**config.mk**
```make
export PLATFORM = sky130hd
export DESIGN_NAME = toy_fetch_unit_flat
export DESIGN_NICKNAME = d
export VERILOG_FILES = /design/src/rtl/toy_fetch_unit_if.sv /design/src/rtl/toy_fetch_unit.sv /design/src/flat_wrapper.sv
export SDC_FILE = /design/constraint.sdc
export NUM_CORES = 1
export LEC_CHECK = 0
export ABC_AREA = 1
export CORE_AREA = 4 4 95 97
export DETAILED_ROUTE_END_ITERATION = 7
export DIE_AREA = 0 0 99 101
export DONT_BUFFER_PORTS = 1
export SYNTH_ARGS = -nofsm -noshare
export SYNTH_HDL_FRONTEND = slang
export SYNTH_SLANG_ARGS = --single-unit
```
**constraint.sdc**
```tcl
create_clock -name clk -period 2.35 [get_ports clk]
set_input_delay 0.235 -clock clk [delete_from_list [all_inputs] [get_ports clk]]
set_output_delay 0.235 -clock clk [all_outputs]
set_load 0.02 [all_outputs]
```
**src/rtl/toy_fetch_unit_if.sv**
```systemverilog
// Instruction-memory handshake bundle for toy_fetch_unit.
// The fetch unit drives req/addr (master); memory returns ack/rdata (slave).
// rdata is valid in the same cycle ack is high.
interface toy_fetch_unit_if #(
  parameter int AW = 12,
  parameter int DW = 16
);
  logic          mem_req;
  logic [AW-1:0] mem_addr;
  logic          mem_ack;
  logic [DW-1:0] mem_rdata;

  modport master (output mem_req, output mem_addr, input mem_ack, input mem_rdata);
  modport slave  (input mem_req, input mem_addr, output mem_ack, output mem_rdata);
endinterface

```
**src/rtl/toy_fetch_unit.sv**
```systemverilog
// toy_fetch_unit: instruction-fetch stage of the TOY accumulator CPU.
// Owns pc and ir, runs the req/ack handshake to instruction memory and
// executes the controller's ir_wr / pc_wr / src_pc commands.
// Optional feature: define TOY_FETCH_PREFETCH_EN to add a one-entry
// sequential prefetch buffer. Without it every fetch goes to memory.
//
// state  | meaning
// -------+--------------------------------------------------------------
// S_IDLE | waiting for ir_wr; pc_wr applied directly (background prefetch
//        | may be in flight when the prefetch buffer is built in)
// S_REQ  | demand request outstanding, timeout counter running
// S_DONE | ir just loaded, fetch_valid high; pending pc command applied
// S_PFW  | ir_wr arrived while a prefetch was in flight; wait for it
module toy_fetch_unit #(
  parameter int AW  = 12,
  parameter int DW  = 16,
  parameter int TMO = 15
) (
  input  logic             clk,
  input  logic             reset,
  input  logic             ir_wr,
  input  logic             pc_wr,
  input  logic [1:0]       src_pc,
  input  logic [AW-1:0]    alu_res,
  toy_fetch_unit_if.master mem,
  output logic [DW-1:0]    ir,
  output logic [3:0]       opcode,
  output logic [AW-1:0]    imm,
  output logic [AW-1:0]    pc,
  output logic             fetch_busy,
  output logic             fetch_valid,
  output logic             fetch_err
);

  localparam int CW = 8;
  localparam logic [CW-1:0] TMO_C = CW'(TMO);

  localparam logic [1:0] SRC_INC  = 2'b00;
  localparam logic [1:0] SRC_IMM  = 2'b01;
  localparam logic [1:0] SRC_ALU  = 2'b10;

  typedef enum logic [1:0] {S_IDLE, S_REQ, S_DONE, S_PFW} state_t;

  state_t        state_q, state_d;
  logic [AW-1:0] pc_q, pc_d;
  logic [DW-1:0] ir_q, ir_d;
  logic          mem_req_q, mem_req_d;
  logic [AW-1:0] mem_addr_q, mem_addr_d;
  logic          busy_q, busy_d;
  logic          valid_q, valid_d;
  logic          err_q, err_d;
  // Timeout is a down-counter loaded with TMO; expiry is the terminal count 0.
  logic [CW-1:0] tmo_cnt_q, tmo_cnt_d;
  logic          pend_vld_q, pend_vld_d;
  logic [1:0]    pend_src_q, pend_src_d;
  logic [AW-1:0] pend_tgt_q, pend_tgt_d;

`ifdef TOY_FETCH_PREFETCH_EN
  logic [DW-1:0] pbuf_q, pbuf_d;
  logic [AW-1:0] pbuf_addr_q, pbuf_addr_d;
  logic          pbuf_valid_q, pbuf_valid_d;
  logic          pf_act_q, pf_act_d;
  logic          pf_drop_q, pf_drop_d;
`endif

  // Jump targets are captured when the command is issued, so a pending
  // 01 refers to the imm of the instruction that issued it.
  logic [AW-1:0] cmd_tgt;
  logic          done_vld;
  logic [1:0]    done_src;
  logic [AW-1:0] done_tgt;

  assign cmd_tgt  = (src_pc == SRC_ALU) ? alu_res : ir_q[AW-1:0];
  // A command arriving in DONE itself is the newest one and wins.
  assign done_vld = pc_wr | pend_vld_q;
  assign done_src = pc_wr ? src_pc  : pend_src_q;
  assign done_tgt = pc_wr ? cmd_tgt : pend_tgt_q;

  function automatic logic [AW-1:0] next_pc(input logic [1:0] src,
                                            input logic [AW-1:0] cur,
                                            input logic [AW-1:0] tgt);
    case (src)
      SRC_INC:          return cur + AW'(1);
      SRC_IMM, SRC_ALU: return tgt;
      default:          return cur;
    endcase
  endfunction

  // Next-state and next-output computation for the whole fetch stage.
  always_comb begin
    state_d    = state_q;
    pc_d       = pc_q;
    ir_d       = ir_q;
    mem_req_d  = mem_req_q;
    mem_addr_d = mem_addr_q;
    busy_d     = busy_q;
    valid_d    = 1'b0;
    err_d      = err_q;
    tmo_cnt_d  = tmo_cnt_q;
    pend_vld_d = pend_vld_q;
    pend_src_d = pend_src_q;
    pend_tgt_d = pend_tgt_q;
`ifdef TOY_FETCH_PREFETCH_EN
    pbuf_d       = pbuf_q;
    pbuf_addr_d  = pbuf_addr_q;
    pbuf_valid_d = pbuf_valid_q;
    pf_act_d     = pf_act_q;
    pf_drop_d    = pf_drop_q;

    // Background prefetch progress; a timeout just drops the buffer.
    if (pf_act_q) begin
      if (mem.mem_ack) begin
        pf_act_d  = 1'b0;
        mem_req_d = 1'b0;
        pf_drop_d = 1'b0;
        if (!pf_drop_q) begin
          pbuf_d       = mem.mem_rdata;
          pbuf_valid_d = 1'b1;
        end
      end else if (tmo_cnt_q == '0) begin
        pf_act_d     = 1'b0;
        mem_req_d    = 1'b0;
        pf_drop_d    = 1'b0;
        pbuf_valid_d = 1'b0;
      end else begin
        tmo_cnt_d = tmo_cnt_q - CW'(1);
      end
    end
`endif

    case (state_q)
      S_IDLE: begin
        if (ir_wr) begin
          busy_d = 1'b1;
          // pc must not move until this fetch is done, so hold the command.
          if (pc_wr) begin
            pend_vld_d = 1'b1;
            pend_src_d = src_pc;
            pend_tgt_d = cmd_tgt;
          end
`ifdef TOY_FETCH_PREFETCH_EN
          if (pf_act_q) begin
            state_d = S_PFW;
          end else if (pbuf_valid_q && (pbuf_addr_q == pc_q)) begin
            ir_d         = pbuf_q;
            pbuf_valid_d = 1'b0;
            valid_d      = 1'b1;
            state_d      = S_DONE;
          end else begin
            state_d    = S_REQ;
            mem_req_d  = 1'b1;
            mem_addr_d = pc_q;
            tmo_cnt_d  = TMO_C;
          end
`else
          state_d    = S_REQ;
          mem_req_d  = 1'b1;
          mem_addr_d = pc_q;
          tmo_cnt_d  = TMO_C;
`endif
        end else if (pc_wr) begin
          pc_d = next_pc(src_pc, pc_q, cmd_tgt);
        end
      end

      S_REQ: begin
        if (pc_wr) begin
          pend_vld_d = 1'b1;
          pend_src_d = src_pc;
          pend_tgt_d = cmd_tgt;
        end
        if (mem.mem_ack) begin
          ir_d      = mem.mem_rdata;
          mem_req_d = 1'b0;
          valid_d   = 1'b1;
          state_d   = S_DONE;
        end else if (tmo_cnt_q == '0) begin
          // Timed out: hand the controller a halt opcode and flag it.
          ir_d      = '0;
          err_d     = 1'b1;
          mem_req_d = 1'b0;
          valid_d   = 1'b1;
          state_d   = S_DONE;
        end else begin
          tmo_cnt_d = tmo_cnt_q - CW'(1);
        end
      end

      S_DONE: begin
        busy_d     = 1'b0;
        pend_vld_d = 1'b0;
        state_d    = S_IDLE;
        if (done_vld) begin
          pc_d = next_pc(done_src, pc_q, done_tgt);
`ifdef TOY_FETCH_PREFETCH_EN
          if (done_src == SRC_INC) begin
            pf_act_d     = 1'b1;
            pf_drop_d    = 1'b0;
            mem_req_d    = 1'b1;
            mem_addr_d   = pc_d;
            pbuf_addr_d  = pc_d;
            pbuf_valid_d = 1'b0;
            tmo_cnt_d    = TMO_C;
          end else if (done_src != 2'b11) begin
            pbuf_valid_d = 1'b0;
          end
`endif
        end
      end

`ifdef TOY_FETCH_PREFETCH_EN
      S_PFW: begin
        if (pc_wr) begin
          pend_vld_d = 1'b1;
          pend_src_d = src_pc;
          pend_tgt_d = cmd_tgt;
        end
        // Resolve one cycle after the prefetch finished, from registered state.
        if (!pf_act_q) begin
          if (pbuf_valid_q && (pbuf_addr_q == pc_q)) begin
            ir_d         = pbuf_q;
            pbuf_valid_d = 1'b0;
            valid_d      = 1'b1;
            state_d      = S_DONE;
          end else begin
            state_d    = S_REQ;
            mem_req_d  = 1'b1;
            mem_addr_d = pc_q;
            tmo_cnt_d  = TMO_C;
          end
        end
      end
`endif

      default: state_d = S_IDLE;
    endcase

`ifdef TOY_FETCH_PREFETCH_EN
    // Any jump makes the buffered word stale; an in-flight one is discarded.
    if (pc_wr && ((src_pc == SRC_IMM) || (src_pc == SRC_ALU))) begin
      pbuf_valid_d = 1'b0;
      pf_drop_d    = pf_act_d;
    end
`endif
  end

  // State and registered outputs.
  always_ff @(posedge clk or negedge reset) begin
    if (!reset) begin
      state_q    <= S_IDLE;
      pc_q       <= '0;
      ir_q       <= '0;
      mem_req_q  <= 1'b0;
      mem_addr_q <= '0;
      busy_q     <= 1'b0;
      valid_q    <= 1'b0;
      err_q      <= 1'b0;
      tmo_cnt_q  <= '0;
      pend_vld_q <= 1'b0;
      pend_src_q <= 2'b11;
      pend_tgt_q <= '0;
`ifdef TOY_FETCH_PREFETCH_EN
      pbuf_q       <= '0;
      pbuf_addr_q  <= '0;
      pbuf_valid_q <= 1'b0;
      pf_act_q     <= 1'b0;
      pf_drop_q    <= 1'b0;
`endif
    end else begin
      state_q    <= state_d;
      pc_q       <= pc_d;
      ir_q       <= ir_d;
      mem_req_q  <= mem_req_d;
      mem_addr_q <= mem_addr_d;
      busy_q     <= busy_d;
      valid_q    <= valid_d;
      err_q      <= err_d;
      tmo_cnt_q  <= tmo_cnt_d;
      pend_vld_q <= pend_vld_d;
      pend_src_q <= pend_src_d;
      pend_tgt_q <= pend_tgt_d;
`ifdef TOY_FETCH_PREFETCH_EN
      pbuf_q       <= pbuf_d;
      pbuf_addr_q  <= pbuf_addr_d;
      pbuf_valid_q <= pbuf_valid_d;
      pf_act_q     <= pf_act_d;
      pf_drop_q    <= pf_drop_d;
`endif
    end
  end

  assign mem.mem_req  = mem_req_q;
  assign mem.mem_addr = mem_addr_q;
  assign ir           = ir_q;
  assign opcode       = ir_q[DW-1:DW-4];
  assign imm          = ir_q[AW-1:0];
  assign pc           = pc_q;
  assign fetch_busy   = busy_q;
  assign fetch_valid  = valid_q;
  assign fetch_err    = err_q;

endmodule
```
**src/flat_wrapper.sv**
```systemverilog
// flat-port wrapper written by rule: the top's interface ports become plain ports
module toy_fetch_unit_flat 
#(
  parameter int AW  = 12,
  parameter int DW  = 16,
  parameter int TMO = 15
)
  (clk, reset, ir_wr, pc_wr, src_pc, alu_res, ir, opcode, imm, pc, fetch_busy, fetch_valid, fetch_err, mem_mem_req, mem_mem_addr, mem_mem_ack, mem_mem_rdata);
  toy_fetch_unit_if #(.AW(AW), .DW(DW)) mem_i ();
  input  logic clk;
  input  logic reset;
  input  logic ir_wr;
  input  logic pc_wr;
  input  logic [1:0] src_pc;
  input  logic [AW-1:0] alu_res;
  output logic [DW-1:0] ir;
  output logic [3:0] opcode;
  output logic [AW-1:0] imm;
  output logic [AW-1:0] pc;
  output logic fetch_busy;
  output logic fetch_valid;
  output logic fetch_err;
  output wire logic [$bits(mem_i.mem_req)-1:0] mem_mem_req;
  output wire logic [$bits(mem_i.mem_addr)-1:0] mem_mem_addr;
  input wire logic [$bits(mem_i.mem_ack)-1:0] mem_mem_ack;
  input wire logic [$bits(mem_i.mem_rdata)-1:0] mem_mem_rdata;
  assign mem_mem_req = mem_i.mem_req;
  assign mem_mem_addr = mem_i.mem_addr;
  assign mem_i.mem_ack = mem_mem_ack;
  assign mem_i.mem_rdata = mem_mem_rdata;
  toy_fetch_unit #(.AW(AW), .DW(DW), .TMO(TMO)) u_core (.clk(clk), .reset(reset), .ir_wr(ir_wr), .pc_wr(pc_wr), .src_pc(src_pc), .alu_res(alu_res), .mem(mem_i), .ir(ir), .opcode(opcode), .imm(imm), .pc(pc), .fetch_busy(fetch_busy), .fetch_valid(fetch_valid), .fetch_err(fetch_err));
endmodule
```
==> results.txt <==
status = completed
Seq pwr share = 0.453
Final period util = 0.840
CTS max path bufs = 2
Synth cell types = 36
min cycle time layout = 1970 ps
Fmax = 507 MHz
pwr dens = 1490 mW/mm2
synthesized area per cell = 7.49 um2
worst-skew pair later-pin latency = 350 ps
Critical Setup Path Class = reg -> reg
clock share of power = 0.194
RSZ-0062 raised after global routing = no
total global routing track utilization = 0.197
post-cts resize count = 0
Rel. slew slack = 0.658
cell internal pwr = 3.21 mW
DRC = 0
post-layout util = 0.515
Final WS setup = 376 ps
CTS tree = built
Antenna diodes = 0
GRT Residual Overflow = 0
MaxCap Viol Count = 0
Final Net Count = 551
switching part of the total = 0.486
Tot Pwr = 6.25 mW
DRT iter0 DRCs = 161
Initial Util = 0.488
Post-CTS Hold Buffers = 2
synth top area cells = dfrtp_1 (42%), nand2_1 (16%), nand3_1 (8.6%)
Pins Over Slew Limit = 0
Max FO, Critical Path = 13
via count of the first global-routing pass = 3036
wire length per cell = 15.2 um
Die Height = 101 um
share of the synthesized area in the top cell type = 0.422
fraction of layout cells with a size suffix above 1 = 0.0951
dominant cell type by area after synthesis = dfrtp_1
Area after DPL = 0.00391 mm2
chip width = 99 um
sequential fraction of the synthesis area = 0.436
DR vias/cell = 5.19
synthesis-to-layout area growth = 5.55%
Layout fillers = 794
synth warn = 0
NetSw = 3.04 mW
io pins = 95
CP Launch Type = register
Post CTS Setup Buffer Count = 0
Clock transition at path regs = 80 ps
initial antenna violation count = 0
Die ar. = 0.0100 mm2
multi-input logic area = 0.00182 mm2
Num CTS Buffers = 9
crit-path cells = o21ai_0 > ha_1 > o211ai_1 > nand2_1 > nand2_2 > inv_2 > nand2_1 > nand2_1
final setup fails = 0
Final Skew = 14.0 ps
crit path max-delay cell type = dfstp_2
Post-Layout Inst Area = 0.00419 mm2
clock sink count = 69
worst endpoint required time = 2590 ps
Worst Path Buf+Inv = 1
Leak = 2.04 nW
routability cong. = 0.807
worst hold path class = in -> reg
Post-Place Worst Slack = 378 ps
clk root buf = clkbuf_8
CP top delay family = flip-flops
Worst EP arrival = 2220 ps
Largest stage delay, worst path = 530 ps
Sequential Area = 0.00173 mm2
first-pass GRT wire length = 15700 um
IO buf count = 0
Final Hold Vio Count = 0
drt pass-1 iters = 5
crit-path most repeated cell = nand2_1
H-tree depth = 3
FF+latch count, synth = 69
final setup TNS = 0 ps
via count = 3217
DRT Wirelength = 9400 um
Tightest Pin Transition = 513 ps
Critical Path Sink Type = register
Synth Net Count = 571
combinational share of power = 0.353
Post-Syn Area = 0.00397 mm2
site row count = 33
Worst VDD drop = 0.790 mV
core box area = 0.00813 mm2
Gate Count Post-Synth = 530
remaining antenna violation count = 0
largest net degree at the start of global routing = 70
Detailed Place HPWL = 6740 um
==> cell families after synthesis <==
family	synth area share
AOI/OAI and AO/OA	0.118
buffers and inverters	0.107
muxes	0.0107
DFF	0.436
xor gates and xnor gates	0.0132
and+or+nand+nor	0.297
adders and majority gates	0.0189
==> per-layer routing <==
layer  global-route usage  share of wire  vias up  routed length [um]
met5                    0              0        -                   0
met4               0.0630         0.0056        0                  53
met3               0.0519          0.065        4                 607
met2                0.320           0.47       84                4460
met1                0.258           0.46     1473                4280
li1                     -              -     1656                   -
==> sequential cells by signal, indices dropped and copies added, names as in the netlist, 2 cells and up <==
name and cells:
u_core.mem.mem_addr 12, u_core.pend_tgt_q 12, u_core.ir 16, u_core.tmo_cnt_q 8, u_core.state_q 2, u_core.pc 12, u_core.pend_src_q 2
==> metrics by stage <==
step | hold slack [ps] | cells
after floorplan | -60.6 | 530
after CTS | 10.4 | 620
after global routing | 11.5 | 620
after detailed placement | -58.3 | 602
after global placement | -58.8 | 602
final | 18.3 | 620
==> cell type report <==
| cell class | instances | area share |
|---|---|---|
| sequential | 69 | 0.413 |
| multi-input combinational | 374 | 0.434 |
| timing repair buffer | 8 | 0.0197 |
| clock buffer | 9 | 0.0296 |
| clock inverter | 7 | 0.0296 |
| tap | 105 | 0.0314 |
| inverter | 48 | 0.0436 |
==> cell usage after synthesis <==
cell type	count
xnor2_1	2
buf_4	16
mux2i_1	2
or2_2	1
buf_2	9
nor3_2	1
o211ai_1	5
nor2_2	1
dfstp_2	2
nand3_1	68
inv_4	1
nor2_1	21
ha_1	6
a21oi_1	6
nor2_4	2
nand4_1	3
nand2_1	172
o21ai_2	5
nor2_8	1
mux2_2	2
a32o_1	1
buf_6	3
buf_1	1
clkbuf_1	9
a21o_1	1
inv_1	42
o21ai_1	2
nand2_2	3
o21a_1	2
clkbuf_2	1
nand2_4	1
a21oi_2	1
xor2_1	4
o21ai_0	61
dfrtp_1	67
inv_2	5
==> worst paths after layout <==
check,start,end,slack [ps],depth (start not counted)
worst min register to register,u_core.pend_src_q[0],u_core.pend_src_q[0],480,2
worst max-delay path,u_core.pend_src_q[0],u_core.pc[9],380,8
min in group asynchronous,reset,u_core.mem.mem_addr[9],430,2
max in group asynchronous,reset,u_core.pend_src_q[0],1590,2
worst min-delay path,mem_mem_rdata[11],u_core.ir[11],20,2
worst max register to register,u_core.pend_src_q[0],u_core.pc[9],380,8
==> power by group through the flow <==
stage	clock, mW	sequential, mW	combinational [mW]
floorplan	0	2.54	2.19
global placement	0	2.86	2.14
detailed placement	0	2.87	2.18
CTS	1.24	2.85	2.22
global route	1.28	2.93	2.56
finish	1.21	2.83	2.20
==> cell usage in the layout, fill, tap and decap left out, drive strengths merged, types with 3 or more instances in the layout <==
cell type,instances
buf,7
nand2,176
clkbuf,9
nand4,3
xor2,4
nor2,25
clkinv,3
ha,6
inv,48
o211ai,5
bufinv,3
o21ai,68
dfrtp,67
a21oi,7
nand3,68
Note: power is estimated with default switching activity, not from simulation.
